==> config.mk <==
export PLATFORM = sky130hd
export DESIGN_NAME = fetch_stage_flat
export DESIGN_NICKNAME = d
export VERILOG_FILES = /design/src/rtl/fetch_stage_if.sv /design/src/rtl/fetch_stage.sv /design/src/flat_wrapper.sv
export SDC_FILE = /design/constraint.sdc
export NUM_CORES = 1
export LEC_CHECK = 0
export ABC_CLOCK_PERIOD_IN_PS = 5700
export BUFFER_PORTS_ARGS = -buffer_cell sky130_fd_sc_hd__buf_4
export CAP_MARGIN = 30
export CELL_PAD_IN_SITES_DETAIL_PLACEMENT = 0
export CELL_PAD_IN_SITES_GLOBAL_PLACEMENT = 1
export CORE_MARGIN = 4
export CORE_UTILIZATION = 47
export DETAILED_ROUTE_END_ITERATION = 7
export PLACE_DENSITY_LB_ADDON = 0.1
export SKIP_CTS_REPAIR_TIMING = 1
export SYNTH_ARGS = -nofsm -noshare
export SYNTH_HDL_FRONTEND = slang
export SYNTH_SLANG_ARGS = --single-unit
==> constraint.sdc <==
create_clock -name clk_i -period 5.7 [get_ports clk_i]
set_clock_uncertainty 0.2 [all_clocks]
set_input_delay 0.57 -clock clk_i [delete_from_list [all_inputs] [get_ports clk_i]]
set_output_delay 0.57 -clock clk_i [all_outputs]
set_load 0.02 [all_outputs]
==> src/rtl/fetch_stage_if.sv <==
// rtl/fetch_stage_if.sv - instruction-memory request/acknowledge bus
// Purpose: groups the fetch-side instruction memory handshake.
// Signals:
//   imem_req   fetch request (master -> slave)
//   imem_addr  32-bit fetch address, held stable until acknowledged
//   imem_ack   read data valid; ignored while imem_req is low
//   imem_rdata 32-bit instruction word
// Modports: master (fetch stage), slave (instruction memory).
interface fetch_stage_if;
   logic        imem_req;
   logic [31:0] imem_addr;
   logic        imem_ack;
   logic [31:0] imem_rdata;

   modport master (
      output imem_req,
      output imem_addr,
      input  imem_ack,
      input  imem_rdata
   );

   modport slave (
      input  imem_req,
      input  imem_addr,
      output imem_ack,
      output imem_rdata
   );
endinterface

==> src/rtl/fetch_stage.sv <==
// rtl/fetch_stage.sv - RISC-V IF stage with IF/ID register, skid slot and redirect handling
// Purpose: owns the PC, fetches instruction words over a req/ack bus and
// holds the fetched instruction for decode. Absorbs decode stalls with a
// one-entry skid slot and defers branch redirects until any in-flight
// request is acknowledged, so the fetch address never changes mid-request.
// Optional feature macro: FETCH_MISALIGN_TRAP_EN (misaligned redirect target
// raises a sticky flag and halts fetch; otherwise target[1:0] is forced to 0).
// Ports:
//   clk_i            clock, rising edge
//   rst_n_i          asynchronous active-low reset
//   stall_i          decode cannot accept; IF/ID holds
//   branch_taken_i   one-cycle redirect request
//   branch_target_i  redirect PC
//   imem             fetch_stage_if.master instruction-memory bus
//   valid_o          IF/ID holds a live instruction
//   pc_o             PC of the IF/ID instruction
//   instr_o          IF/ID instruction
//   opcode_o         instr_o[6:2]
//   misalign_o       sticky misaligned-target flag
module fetch_stage #(
   parameter logic [31:0] RESET_PC = 32'h0000_0000,
   parameter int unsigned PC_STEP  = 4
) (
   input  logic                 clk_i,
   input  logic                 rst_n_i,
   input  logic                 stall_i,
   input  logic                 branch_taken_i,
   input  logic [31:0]          branch_target_i,
   fetch_stage_if.master        imem,
   output logic                 valid_o,
   output logic [31:0]          pc_o,
   output logic [31:0]          instr_o,
   output logic [4:0]           opcode_o,
   output logic                 misalign_o
);

   localparam logic [31:0] NOP_INSTR = 32'h0000_0013;
   localparam logic [31:0] STEP      = 32'(PC_STEP);

`ifdef FETCH_MISALIGN_TRAP_EN
   typedef enum logic [1:0] {S_REQ = 2'd0, S_HOLD = 2'd1, S_DROP = 2'd2, S_HALT = 2'd3} state_t;
`else
   typedef enum logic [1:0] {S_REQ = 2'd0, S_HOLD = 2'd1, S_DROP = 2'd2} state_t;
`endif

   state_t      state_q, state_d, run_state;
   logic [31:0] pc_q, pc_d;
   logic [31:0] pending_pc_q, pending_pc_d;
   logic        valid_q, valid_d;
   logic [31:0] pc_out_q, pc_out_d;
   logic [31:0] instr_q, instr_d;
   logic [31:0] skid_pc_q, skid_pc_d;
   logic [31:0] skid_instr_q, skid_instr_d;
   logic [31:0] target;
   logic        req;
   logic        ack_acc;

`ifdef FETCH_MISALIGN_TRAP_EN
   logic        misalign_q, misalign_d;
   assign target = branch_target_i;
`else
   // Without the trap, low target bits are simply ignored.
   assign target = branch_target_i & 32'hFFFF_FFFC;
`endif

   // An ack only counts while a request is actually outstanding.
   assign ack_acc = imem.imem_ack & req;

   // State register and datapath registers
   always_ff @(posedge clk_i or negedge rst_n_i) begin
      if (!rst_n_i) begin
         state_q      <= S_REQ;
         pc_q         <= RESET_PC;
         pending_pc_q <= RESET_PC;
         valid_q      <= 1'b0;
         pc_out_q     <= 32'h0;
         instr_q      <= NOP_INSTR;
         skid_pc_q    <= 32'h0;
         skid_instr_q <= 32'h0;
`ifdef FETCH_MISALIGN_TRAP_EN
         misalign_q   <= 1'b0;
`endif
      end else begin
         state_q      <= state_d;
         pc_q         <= pc_d;
         pending_pc_q <= pending_pc_d;
         valid_q      <= valid_d;
         pc_out_q     <= pc_out_d;
         instr_q      <= instr_d;
         skid_pc_q    <= skid_pc_d;
         skid_instr_q <= skid_instr_d;
`ifdef FETCH_MISALIGN_TRAP_EN
         misalign_q   <= misalign_d;
`endif
      end
   end

   // Next-state logic
   always_comb begin
      state_d      = state_q;
      pc_d         = pc_q;
      pending_pc_d = pending_pc_q;
      valid_d      = valid_q;
      pc_out_d     = pc_out_q;
      instr_d      = instr_q;
      skid_pc_d    = skid_pc_q;
      skid_instr_d = skid_instr_q;

`ifdef FETCH_MISALIGN_TRAP_EN
      misalign_d = misalign_q;
      if (branch_taken_i && (state_q != S_HALT) && (branch_target_i[1:0] != 2'b00))
         misalign_d = 1'b1;
      // Once the flag is up, the next point where fetch would restart halts instead.
      run_state = misalign_d ? S_HALT : S_REQ;
`else
      run_state = S_REQ;
`endif

      case (state_q)
         S_REQ: begin
            if (branch_taken_i) begin
               pending_pc_d = target;
               if (ack_acc) begin
                  pc_d    = target;
                  state_d = run_state;
               end else begin
                  state_d = S_DROP;
               end
            end else if (ack_acc) begin
               pc_d = pc_q + STEP;
               if (!valid_q || !stall_i) begin
                  pc_out_d = pc_q;
                  instr_d  = imem.imem_rdata;
                  valid_d  = 1'b1;
               end else begin
                  skid_pc_d    = pc_q;
                  skid_instr_d = imem.imem_rdata;
                  state_d      = S_HOLD;
               end
            end else if (!stall_i) begin
               valid_d = 1'b0;
            end
         end
         S_HOLD: begin
            if (branch_taken_i) begin
               pc_d    = target;
               state_d = run_state;
            end else if (!stall_i) begin
               pc_out_d = skid_pc_q;
               instr_d  = skid_instr_q;
               valid_d  = 1'b1;
               state_d  = S_REQ;
            end
         end
         S_DROP: begin
            if (branch_taken_i)
               pending_pc_d = target;
            if (ack_acc) begin
               // Data for the stale address is discarded; a same-cycle redirect wins.
               pc_d    = branch_taken_i ? target : pending_pc_q;
               state_d = run_state;
            end
         end
`ifdef FETCH_MISALIGN_TRAP_EN
         S_HALT: begin
            state_d = S_HALT;
         end
`endif
         default: state_d = S_REQ;
      endcase

      // A redirect squashes whatever is in IF/ID and the skid slot.
      if (branch_taken_i) begin
         valid_d      = 1'b0;
         skid_pc_d    = 32'h0;
         skid_instr_d = 32'h0;
      end
   end

   // Output logic
   always_comb begin
      req            = (state_q == S_REQ) || (state_q == S_DROP);
      imem.imem_req  = req;
      imem.imem_addr = pc_q;
      valid_o        = valid_q;
      pc_o           = pc_out_q;
      instr_o        = instr_q;
      opcode_o       = instr_q[6:2];
`ifdef FETCH_MISALIGN_TRAP_EN
      misalign_o     = misalign_q;
`else
      misalign_o     = 1'b0;
`endif
   end

endmodule

==> src/flat_wrapper.sv <==
// flat-port wrapper written by rule: the top's interface ports become plain ports
module fetch_stage_flat 
#(
   parameter logic [31:0] RESET_PC = 32'h0000_0000,
   parameter int unsigned PC_STEP  = 4
)
  (clk_i, rst_n_i, stall_i, branch_taken_i, branch_target_i, valid_o, pc_o, instr_o, opcode_o, misalign_o, imem_imem_req, imem_imem_addr, imem_imem_ack, imem_imem_rdata);
  fetch_stage_if imem_i ();
  input  logic clk_i;
  input  logic rst_n_i;
  input  logic stall_i;
  input  logic branch_taken_i;
  input  logic [31:0] branch_target_i;
  output logic valid_o;
  output logic [31:0] pc_o;
  output logic [31:0] instr_o;
  output logic [4:0] opcode_o;
  output logic misalign_o;
  output wire logic [$bits(imem_i.imem_req)-1:0] imem_imem_req;
  output wire logic [$bits(imem_i.imem_addr)-1:0] imem_imem_addr;
  input wire logic [$bits(imem_i.imem_ack)-1:0] imem_imem_ack;
  input wire logic [$bits(imem_i.imem_rdata)-1:0] imem_imem_rdata;
  assign imem_imem_req = imem_i.imem_req;
  assign imem_imem_addr = imem_i.imem_addr;
  assign imem_i.imem_ack = imem_imem_ack;
  assign imem_i.imem_rdata = imem_imem_rdata;
  fetch_stage #(.RESET_PC(RESET_PC), .PC_STEP(PC_STEP)) u_core (.clk_i(clk_i), .rst_n_i(rst_n_i), .stall_i(stall_i), .branch_taken_i(branch_taken_i), .branch_target_i(branch_target_i), .imem(imem_i), .valid_o(valid_o), .pc_o(pc_o), .instr_o(instr_o), .opcode_o(opcode_o), .misalign_o(misalign_o));
endmodule
; Word-level counts from Yosys, hierarchy flattened
; Index checks and enable logic that the tools add are counted.
[word_totals]
reg_bits = 195
elab_cells = 82
output_inout_bits = 104
[op_classes]
n_reduce_logical = 16
mux = 41
addsub = 1
eq_ne = 15
n_bitwise = 1
[op_table]
columns = operator, count
row1 = 32-bit 2-to-1 mux, 24
row2 = 32-bit case mux with 2 select lines, 2
row3 = 32-bit case mux with 3 select lines, 1
row4 = "32-bit by 3-bit adder with 32-bit output, second input constant", 1
row5 = 2-bit 2-to-1 mux, 7
row6 = 4-bit AND reduction, 3
row7 = "2-bit inequality test, second input constant", 5
row8 = "2-bit by 1-bit inequality test with 1-bit output, second input constant", 3
row9 = "3-bit inequality test, second input constant", 2
row10 = 2-bit case mux with 3 select lines, 1
row11 = 6-bit AND reduction, 1
row12 = 2-bit nonzero test, 3
row13 = 3-bit nonzero test, 2
row14 = 1-bit 2-to-1 mux, 5
row15 = "4-bit by 3-bit inequality test with 1-bit output, second input constant", 1
row16 = "4-bit inequality test, second input constant", 1
row17 = "3-bit by 2-bit inequality test with 1-bit output, second input constant", 1
row18 = 3-bit AND reduction, 1
row19 = "2-bit by 1-bit == test with 1-bit output, second input constant", 1
row20 = "2-bit == test, second input constant", 1
row21 = 1-bit logical NOT, 2
row22 = 2-bit logical NOT, 1
row23 = 1-bit logical OR, 2
row24 = 1-bit case mux with 2 select lines, 1
row25 = other kinds (2), 2

; Longest topological paths before layout
; Gate-level depths: netlist of the first run.
[depth]
depth_word = 6
depth_mapped = 10
ltp_nobuf = 7

; Worst setup path after synthesis of the first run
; No wires, ideal clock.
[synth_path]
kind = register to register
start = reg u_core.state_q[0]
end = reg u_core.pc_q[14], in the netlist u_core.imem.imem_addr[14]
arrival_time_ps = 2023
path_slack_ps = 3348
period_less_slack_ps = 2352
required_time_ps = 5371
n_path_buf = 4
path_stages_with_launch = 11
cell_sequence = dfrtp_1 -> inv_1 -> ha_1 -> clkbuf_1 -> o21ba_2 -> or3_1 -> buf_2 -> buf_6 -> buf_2 -> o21ai_0 -> o21ai_0
[synth_between]
elab_chain_cells = 5
[synth_rtl]
columns = element, line_no
row1 = "start, declared", fetch_stage.sv:46  ; state_t state_q, state_d, run_state;
row2 = "start signal, assigned", fetch_stage.sv:84  ; state_q <= state_d;
row3 = 2-bit == test or 2-bit logical NOT (tied branches), "fetch_stage.sv:119, fetch_stage.sv:182"
row4 = 1-bit logical OR, fetch_stage.sv:182  ; req = (state_q == S_REQ) || (state_q == S_DROP);
row5 = 1-bit AND, fetch_stage.sv:67  ; assign ack_acc = imem.imem_ack & req;
row6 = 2-bit by 1-bit inequality test with 1-bit output (no line), --
row7 = 4-bit AND reduction (no line), --
row8 = "end signal, assigned", fetch_stage.sv:85  ; pc_q <= pc_d;
row9 = "end, declared", fetch_stage.sv:47  ; logic [31:0] pc_q, pc_d;
; Several ways; a longest one is shown, not always the timed one.
; A chain may end at the register's enable or synchronous reset.

; Worst setup path in the final report of the first run
[layout_path]
start = reg u_core.state_q[1]
end = reg u_core.pc_q[11], in the netlist u_core.imem.imem_addr[11]
; Same word-level chain as after synthesis.

==> impl_results.md, run 1 <==
- Grt peak-use layer: met2
- Synth area leaders: dfrtp_1 (51%), mux2i_1 (7.8%), a22o_1 (6.7%)
- Iter 0 DRT Violations: 465
- GRT Total Usage: 22.58%
- Site row count: 51
- Largest net degree at the start of global routing: 106
- CTS root buffer: clkbuf_16
- Reg clk slew, reported paths: 0.08 ns
- Average wire per standard cell: 19.62 µm
- # H-tree levels: 4
- Total Wirelength: 24900 µm
- Total nets after synthesis: 947
- Status: completed
- Final setup TNS: 0 ns
- Hold Path Class: in -> async
- Antenna fix cells: 0
- Yosys top cell area share: 51.23%
- # fillers: 1751
- Post-synth EDFFs: 0
- Most used DFF post-synth: dfrtp_1
- PortBufs: 169
- Seq. cell area: 0.004883 mm²
- Worst setup SP type: flop
- Final worst path period share: 56.88%
- Drt drc: 0
- Max-Cap Viols: 0
- DP HPWL: 16070 µm
- CTS tree: yes
- Antenna-violating nets left: 0
- Final Hold Violating Endpoints: 0
- Vias: 7316
- Footprint of the multi-input gates: 0.004133 mm²
- Worst Tran Pin Value: 0.8736 ns
- Leakage: 4.954 nW
- Synthesized area per cell: 10.74 µm²
- Placed inst area: 0.01078 mm²
- Router iterations before antenna repair: 5
- Met1 Resource Use GR: 33.49%
- RSZ-0062 raised after global routing: false
- Cells after synthesis: 873
- CP arrival: 3.38 ns
- Crit path max fanout: 28
- Die ar.: 0.02228 mm²
- Path type of the worst setup path: reg -> reg
- Core ar.: 0.01953 mm²
- Drt via density: 5.765
- Met3 Usage GRT: 3.981%
- Met2 GRT Util: 34.03%
- Initial antenna violation count: 0
- Yosys warning total: 0
- Congestion Overflow GR: 0
- Share of cells above drive strength 1: 26.59%
- Chip Height: 149.3 µm
- Design Power: 6.091 mW
- Post-synthesis instance area: 0.009378 mm²
- Area leader, netlist: dfrtp_1
- Die Wd: 149.3 µm
- Clock latency on the worst-skew pair: 0.44 ns
- Vias in the first global route: 7147
- Fin crit period: 3.242 ns
- Commonest non-fill, non-tap cell in the layout: dfrtp_1
- Design Area, Final: 0.01140 mm²
- Num ports: 173
- Area Overhead vs Synth: 21.55%
- Pins Over Slew Limit: 0
- Clock Tree Buf Depth: 2
- Sequential cell area fraction in the yosys report: 52.07%
- Critical path endpoint category: flop
- Register bit total from synthesis: 195
- Placer Congestion: 0.7924
- Max frequency: 308.4 MHz
- Endpoints failing setup: 0
- Post-synthesis cell type count: 65
- # clock sinks: 195
- Most frequent cells in the layout: dfrtp_1 (192), buf_4 (180), a21oi_1 (101)
- Maximum VDD drop: 0.2264 mV
- Max_slew headroom: 41.76%
- Power Density: 534.4 mW/mm²
- Starting Density: 48.03%
- Post-synth ARST share: 100.0%
- Nets: 1066
- Num CTS Buffers: 17
- First-pass GRT wire length: 40020 µm
- Required time of the critical path: 5.83 ns
worst paths after layout:
kind | from | end | slack [ns] | depth (start not counted)
worst max register to register | u_core.state_q[1]$_DFFE_PN0P_ | u_core.imem.imem_addr[11]$_DFFE_PN0P_ | 2.46 | 7
min in group clk_i | imem_imem_rdata[17] | u_core.skid_instr_q[17]$_DFFE_PN0P_ | 0.15 | 2
max in group asynchronous | rst_n_i | u_core.pc_o[3]$_DFFE_PN0P_ | 4.09 | 2
worst min-delay path | rst_n_i | u_core.pc_o[9]$_DFFE_PN0P_ | 0.03 | 1
worst min register to register | u_core.pending_pc_q[2]$_DFFE_PN0N_ | u_core.pending_pc_q[2]$_DFFE_PN0N_ | 0.29 | 2
worst max-delay path | u_core.state_q[1]$_DFFE_PN0P_ | u_core.imem.imem_addr[11]$_DFFE_PN0P_ | 2.46 | 7
stage by stage:
step	util, %	hold slack (ns)	cells	setup WS, ns
2_1_floorplan	-	0.07441	873	3.348
3_3_place_gp	55.06	0.2644	1237	2.063
3_5_place_dp	55.20	0.2732	1238	2.482
4_1_cts	58.38	0.06977	1269	2.485
5_1_grt	58.38	0.08970	1269	2.245
6_report	58.38	0.02621	1269	2.458
layer usage:
metal	wire, µm	vias up
met4	464	0
li1	-	3476
met5	0	-
met3	1202	30
met2	11270	181
met1	11970	3629
sequential cells by signal, summed over array words and instances, names as in the netlist:
name / cells
u_core.imem.imem_addr: 32
u_core.instr_o: 32
u_core.pc_o: 32
u_core.pending_pc_q: 32
u_core.skid_instr_q: 32
u_core.skid_pc_q: 32
u_core.state_q: 2
u_core.valid_o: 1
where the power goes:
part / switching (mW) / internal, mW / leakage (nW)
sequential: 0.470 / 1.83 / 2.40
clock: 0.586 / 0.671 / 0.303
combinational: 1.45 / 1.08 / 2.25
total: 2.51 / 3.58 / 4.95
critical path, stage by stage (launching register included):
cell and delay [ns]:
dfrtp_1 0.42, inv_1 0.14, ha_4 0.48, nor2b_1 0.56
or3_1 0.57, buf_4 0.38, o22ai_1 0.13, a22o_2 0.25
synthesized netlist by cell type (3+ instances only):
cell type    n
ha_1         5
and2_1       4
a221o_1      4
mux2i_1     73
o22a_1       3
o22ai_1      7
buf_1        5
a211oi_1     7
nor2b_1      3
a221oi_1     9
nor3_1      15
nor3b_1      3
a22oi_1     16
o21ai_0     23
and3_1       5
xor2_1       3
a21o_1       6
buf_4        8
dfstp_2      3
nand2_1     31
o31ai_1      6
nor2_1      81
clkbuf_1    48
dfrtp_1    192
nand4_1      7
a211o_1      3
a22o_1      72
buf_2       18
nand2b_1     3
a311oi_1     4
nor4_1       6
inv_1       10
a31oi_1      3
and4_1       5
or2_2        3
nand3_1     11
mux2_2      31
a21oi_1    102
area by class of cell:
| class | count | area share [%] |
|---|---|---|
| tap | 265 | 2.909 |
| multi-input combinational | 586 | 36.26 |
| clock inverter | 14 | 1.712 |
| clock buffer | 17 | 3.732 |
| timing repair buffer | 182 | 12.22 |
| inverter | 10 | 0.3293 |
| sequential | 195 | 42.84 |
kinds of logic after synthesis:
| kind of cell | count (synthesis) | share of synthesized area [%] |
|---|---|---|
| AO/OA/AOI/OAI | 283 | 20.79 |
| flip-flops | 195 | 52.07 |
| AND/OR/NAND/NOR | 188 | 10.10 |
| multiplexers | 104 | 11.51 |
| buffers and inverters | 92 | 4.350 |
| adder cells (fa/ha/maj) | 5 | 0.6671 |
| XOR/XNOR | 5 | 0.4671 |
| other | 1 | 0.03999 |
Note: power is estimated with default switching activity, not from simulation.
==> inputs of run 2 (changes only) <==
--- a/config.mk
+++ b/config.mk
@@ -5,13 +5,13 @@
 export SDC_FILE = /design/constraint.sdc
 export NUM_CORES = 1
 export LEC_CHECK = 0
-export ABC_CLOCK_PERIOD_IN_PS = 5700
+export ABC_CLOCK_PERIOD_IN_PS = 3000
 export BUFFER_PORTS_ARGS = -buffer_cell sky130_fd_sc_hd__buf_4
 export CAP_MARGIN = 30
 export CELL_PAD_IN_SITES_DETAIL_PLACEMENT = 0
 export CELL_PAD_IN_SITES_GLOBAL_PLACEMENT = 1
 export CORE_MARGIN = 4
-export CORE_UTILIZATION = 47
+export CORE_UTILIZATION = 44
 export DETAILED_ROUTE_END_ITERATION = 7
 export PLACE_DENSITY_LB_ADDON = 0.1
 export SKIP_CTS_REPAIR_TIMING = 1
==> constraint.sdc (replaced) <==
create_clock -name clk_i -period 3 [get_ports clk_i]
set_clock_uncertainty 0.2 [all_clocks]
set_input_delay 0.3 -clock clk_i [delete_from_list [all_inputs] [get_ports clk_i]]
set_output_delay 0.3 -clock clk_i [all_outputs]
set_load 0.02 [all_outputs]
==> run 2 against run 1 <==
Non-clock buffer count rose by 85. Via count grew 5.5%. Cell count grew 7.6%. Worst hold slack better by 0.025 ns. Global-route usage shrank 1.3 points. Wire length rose by 4.3%. Sequential power grew 87%. Worst setup slack worse by 2.1 ns. Utilization is essentially flat. First-iteration DRC count grew 11%. Count of clock-buffer cells in the layout grew 1. Final area increased by 7.7%.
==> impl_results.md, run 2 (synthesized netlist as in run 1, its figures left out) <==
- Drt via density: 5.652 (-2.0%)
- Num ports: 173 (unchanged)
- Slowest-stage cell, CP: ha_1
- Met2 GRT Util: 31.11% (-2.9 points)
- Critical path endpoint category: flop
- Pins Over Slew Limit: 0 (unchanged)
- Vias in the first global route: 7077 (-0.98%)
- Worst setup SP type: flop
- Clock Tree Buf Depth: 2 (unchanged)
- Total Wirelength: 25970 µm (+4.3%)
- Reg-to-reg endpoint: u_core.imem.imem_addr[25]$_DFFE_PN0P_
- Chip Height: 154.0 µm (+3.2%)
- # clock sinks: 195 (unchanged)
- Crit path max fanout: 8 (-71%)
- Leakage: 5.336 nW (+7.7%)
- Post-layout worst setup margin: 0.3878 ns (-2.070 ns)
- Gate power share: 44.1% (+2.5 points)
- Status: completed
- Die ar.: 0.02371 mm² (+6.4%)
- Required time of the critical path: 3.10 ns (-2.73 ns)
- Max-Cap Viols: 0 (unchanged)
- Share of cells above drive strength 1: 26.42% (-0.17 points)
- Num CTS Buffers: 17 (unchanged)
- Design Area, Final: 0.01227 mm² (+7.7%)
- Sequential share of power: 36.4% (-1.4 points)
- Design Power: 11.79 mW (+93%)
- Drt drc: 0 (unchanged)
- CP top delay family: compound AO/OA/AOI/OAI gates
- Final Hold Violating Endpoints: 0 (unchanged)
- Final setup TNS: 0 ns (unchanged)
- Die Wd: 154.0 µm (+3.2%)
- Cell internal pwr: 6.936 mW (+94%)
- Average wire per standard cell: 19.02 µm (-3.1%)
- CP arrival: 2.72 ns (-0.66 ns)
- Endpoints failing setup: 0 (unchanged)
- Maximum VDD drop: 0.4971 mV (+120%)
- Site row count: 53 (+3.9%)
- Net switching power of the design: 4.849 mW (+93%)
- Congestion Overflow GR: 0 (unchanged)
- Worst setup endpoint: u_core.imem.imem_addr[25]$_DFFE_PN0P_
- Reg clk slew, reported paths: 0.08 ns (about the same)
- Switching Share: 41.15% (about the same)
- R2R setup slack: 0.39 ns (-2.07 ns)
- Grt peak-use layer: met1
- Met1 Resource Use GR: 32.94% (-0.54 points)
- CP Depth: 8 (+1)
- Nets: 1151 (+8.0%)
- PortBufs: 169 (unchanged)
- Max stage delay on crit path: 0.47 ns (-0.10 ns)
- Clock latency on the worst-skew pair: 0.43 ns (about the same)
- Max frequency: 382.8 MHz (+24%)
- Most frequent cells in the layout: buf_4 (194), dfrtp_1 (192), a21oi_1 (101)
- Layout Cells excl Fill: 1365 (+7.6%)
- Met3 Usage GRT: 3.293% (-0.69 points)
- WP buf/inv: 2 (unchanged)
- Antenna fix cells: 0 (unchanged)
- Router iterations before antenna repair: 5 (unchanged)
- Worst Tran Pin Value: 0.6461 ns (-0.2276 ns)
- Dpl ws: 0.4163 ns (-2.065 ns)
- Placer Congestion: 0.8408 (+6.1%)
- Placed inst area: 0.01105 mm² (+2.5%)
- Core ar.: 0.02102 mm² (+7.7%)
- Largest net degree at the start of global routing: 74 (-30%)
- # H-tree levels: 4 (unchanged)
- CP Launch Point: u_core.state_q[0]$_DFFE_PN0P_
- RSZ-0062 raised after global routing: false
- Path type of the worst setup path: reg -> reg
- Cells on worst reg2reg path: 8 (+1)
- CTS root buffer: clkbuf_16
- Vias: 7715 (+5.5%)
- Fin crit period: 2.612 ns (-0.6302 ns)
- Area Overhead vs Synth: 30.86%
- Power Density: 960.3 mW/mm² (+80%)
- Antenna-violating nets left: 0 (unchanged)
- DP HPWL: 16920 µm (+5.3%)
- GRT Total Usage: 21.32% (-1.3 points)
- # fillers: 1786 (+2.0%)
- Clock share of power: 19.5% (-1.1 points)
- Final worst path period share: 87.07% (+30 points)
- CTS tree: yes
- Reg-to-reg startpoint: u_core.state_q[0]$_DFFE_PN0P_
- Commonest non-fill, non-tap cell in the layout: buf_4
- Initial antenna violation count: 0 (unchanged)
- Max_slew headroom: 56.77% (+15 points)
- Hold Path Class: in -> reg
- DP Cell Count: 1270 (+2.6%)
- Iter 0 DRT Violations: 516 (+11%)
- Worst path cell trace: inv_1 > ha_1 > buf_4 > nand2b_1 > a22o_1 > a22oi_1 > o21ai_0 > or3_1
- First-pass GRT wire length: 40860 µm (+2.1%)
- Starting Density: 44.61% (-3.4 points)
==> run 2: cell count changes in the layout (fill, tap and decap cells not counted), sizes merged <==
cell	before	now
clkbuf	18	19
dlygate4sd3	0	63
clkinv	6	5
bufinv	2	1
clkinvlp	0	2
buf	181	203
==> run 2: worst min-delay path by stage <==
stage | start | endpoint | cells after the start
after global placement | rst_n_i | u_core.skid_instr_q[8]$_DFFE_PN0P_ | 1
after floorplan | rst_n_i | u_core.imem.imem_addr[0]$_DFFE_PN0P_ | 0
after global routing | imem_imem_ack | u_core.state_q[1]$_DFFE_PN0P_ | 3
after detailed placement | rst_n_i | u_core.skid_instr_q[8]$_DFFE_PN0P_ | 1
after CTS | rst_n_i | u_core.skid_instr_q[8]$_DFFE_PN0P_ | 1
final | stall_i | u_core.state_q[0]$_DFFE_PN0P_ | 3
==> run 2: worst reg2reg max path: stages (launching register included) <==
cell and delay, ns:
dfrtp_1 0.45, inv_1 0.12, ha_1 0.47, buf_4 0.22, nand2b_1 0.06, a22o_1 0.27, a22oi_1 0.28, o21ai_0 0.11
or3_1 0.32
==> run 2: area by class of cell <==
class | instances | area [µm²] | area share, %
sequential | 195 | 4883 | 39.79
multi-input combinational | 586 | 4130 | 33.66
timing repair buffer | 267 | 2281 | 18.59
clock buffer | 18 | 429.2 | 3.497
tap | 275 | 344.1 | 2.804
clock inverter | 14 | 166.4 | 1.356
inverter | 10 | 37.54 | 0.3059
==> run 2: per-stage QoR <==
stage | hold WS [ns] | util, %
3_3_place_gp | 0.1113 | 52.54
6_report | 0.05146 | 58.38
3_5_place_dp | 0.1110 | 52.54
2_1_floorplan | -0.1956 | -
5_1_grt | 0.06159 | 58.38
4_1_cts | -0.3572 | 55.38
==> run 2: per-layer routing <==
layer	share of wire (%)	wire length (µm)
met1	48	12550
met2	45	11800
met3	4.7	1214
met4	1.6	410
met5	0	0
==> run 2: power by group through the flow <==
stage / combinational (mW) / clock (mW) / sequential, mW
4_1_cts: 5.16 / 2.35 / 4.30
5_1_grt: 5.63 / 2.47 / 4.44
6_report: 5.20 / 2.30 / 4.29
2_1_floorplan: 2.43 / 0 / 4.87
3_5_place_dp: 5.14 / 0 / 4.35
3_3_place_gp: 5.11 / 0 / 4.32
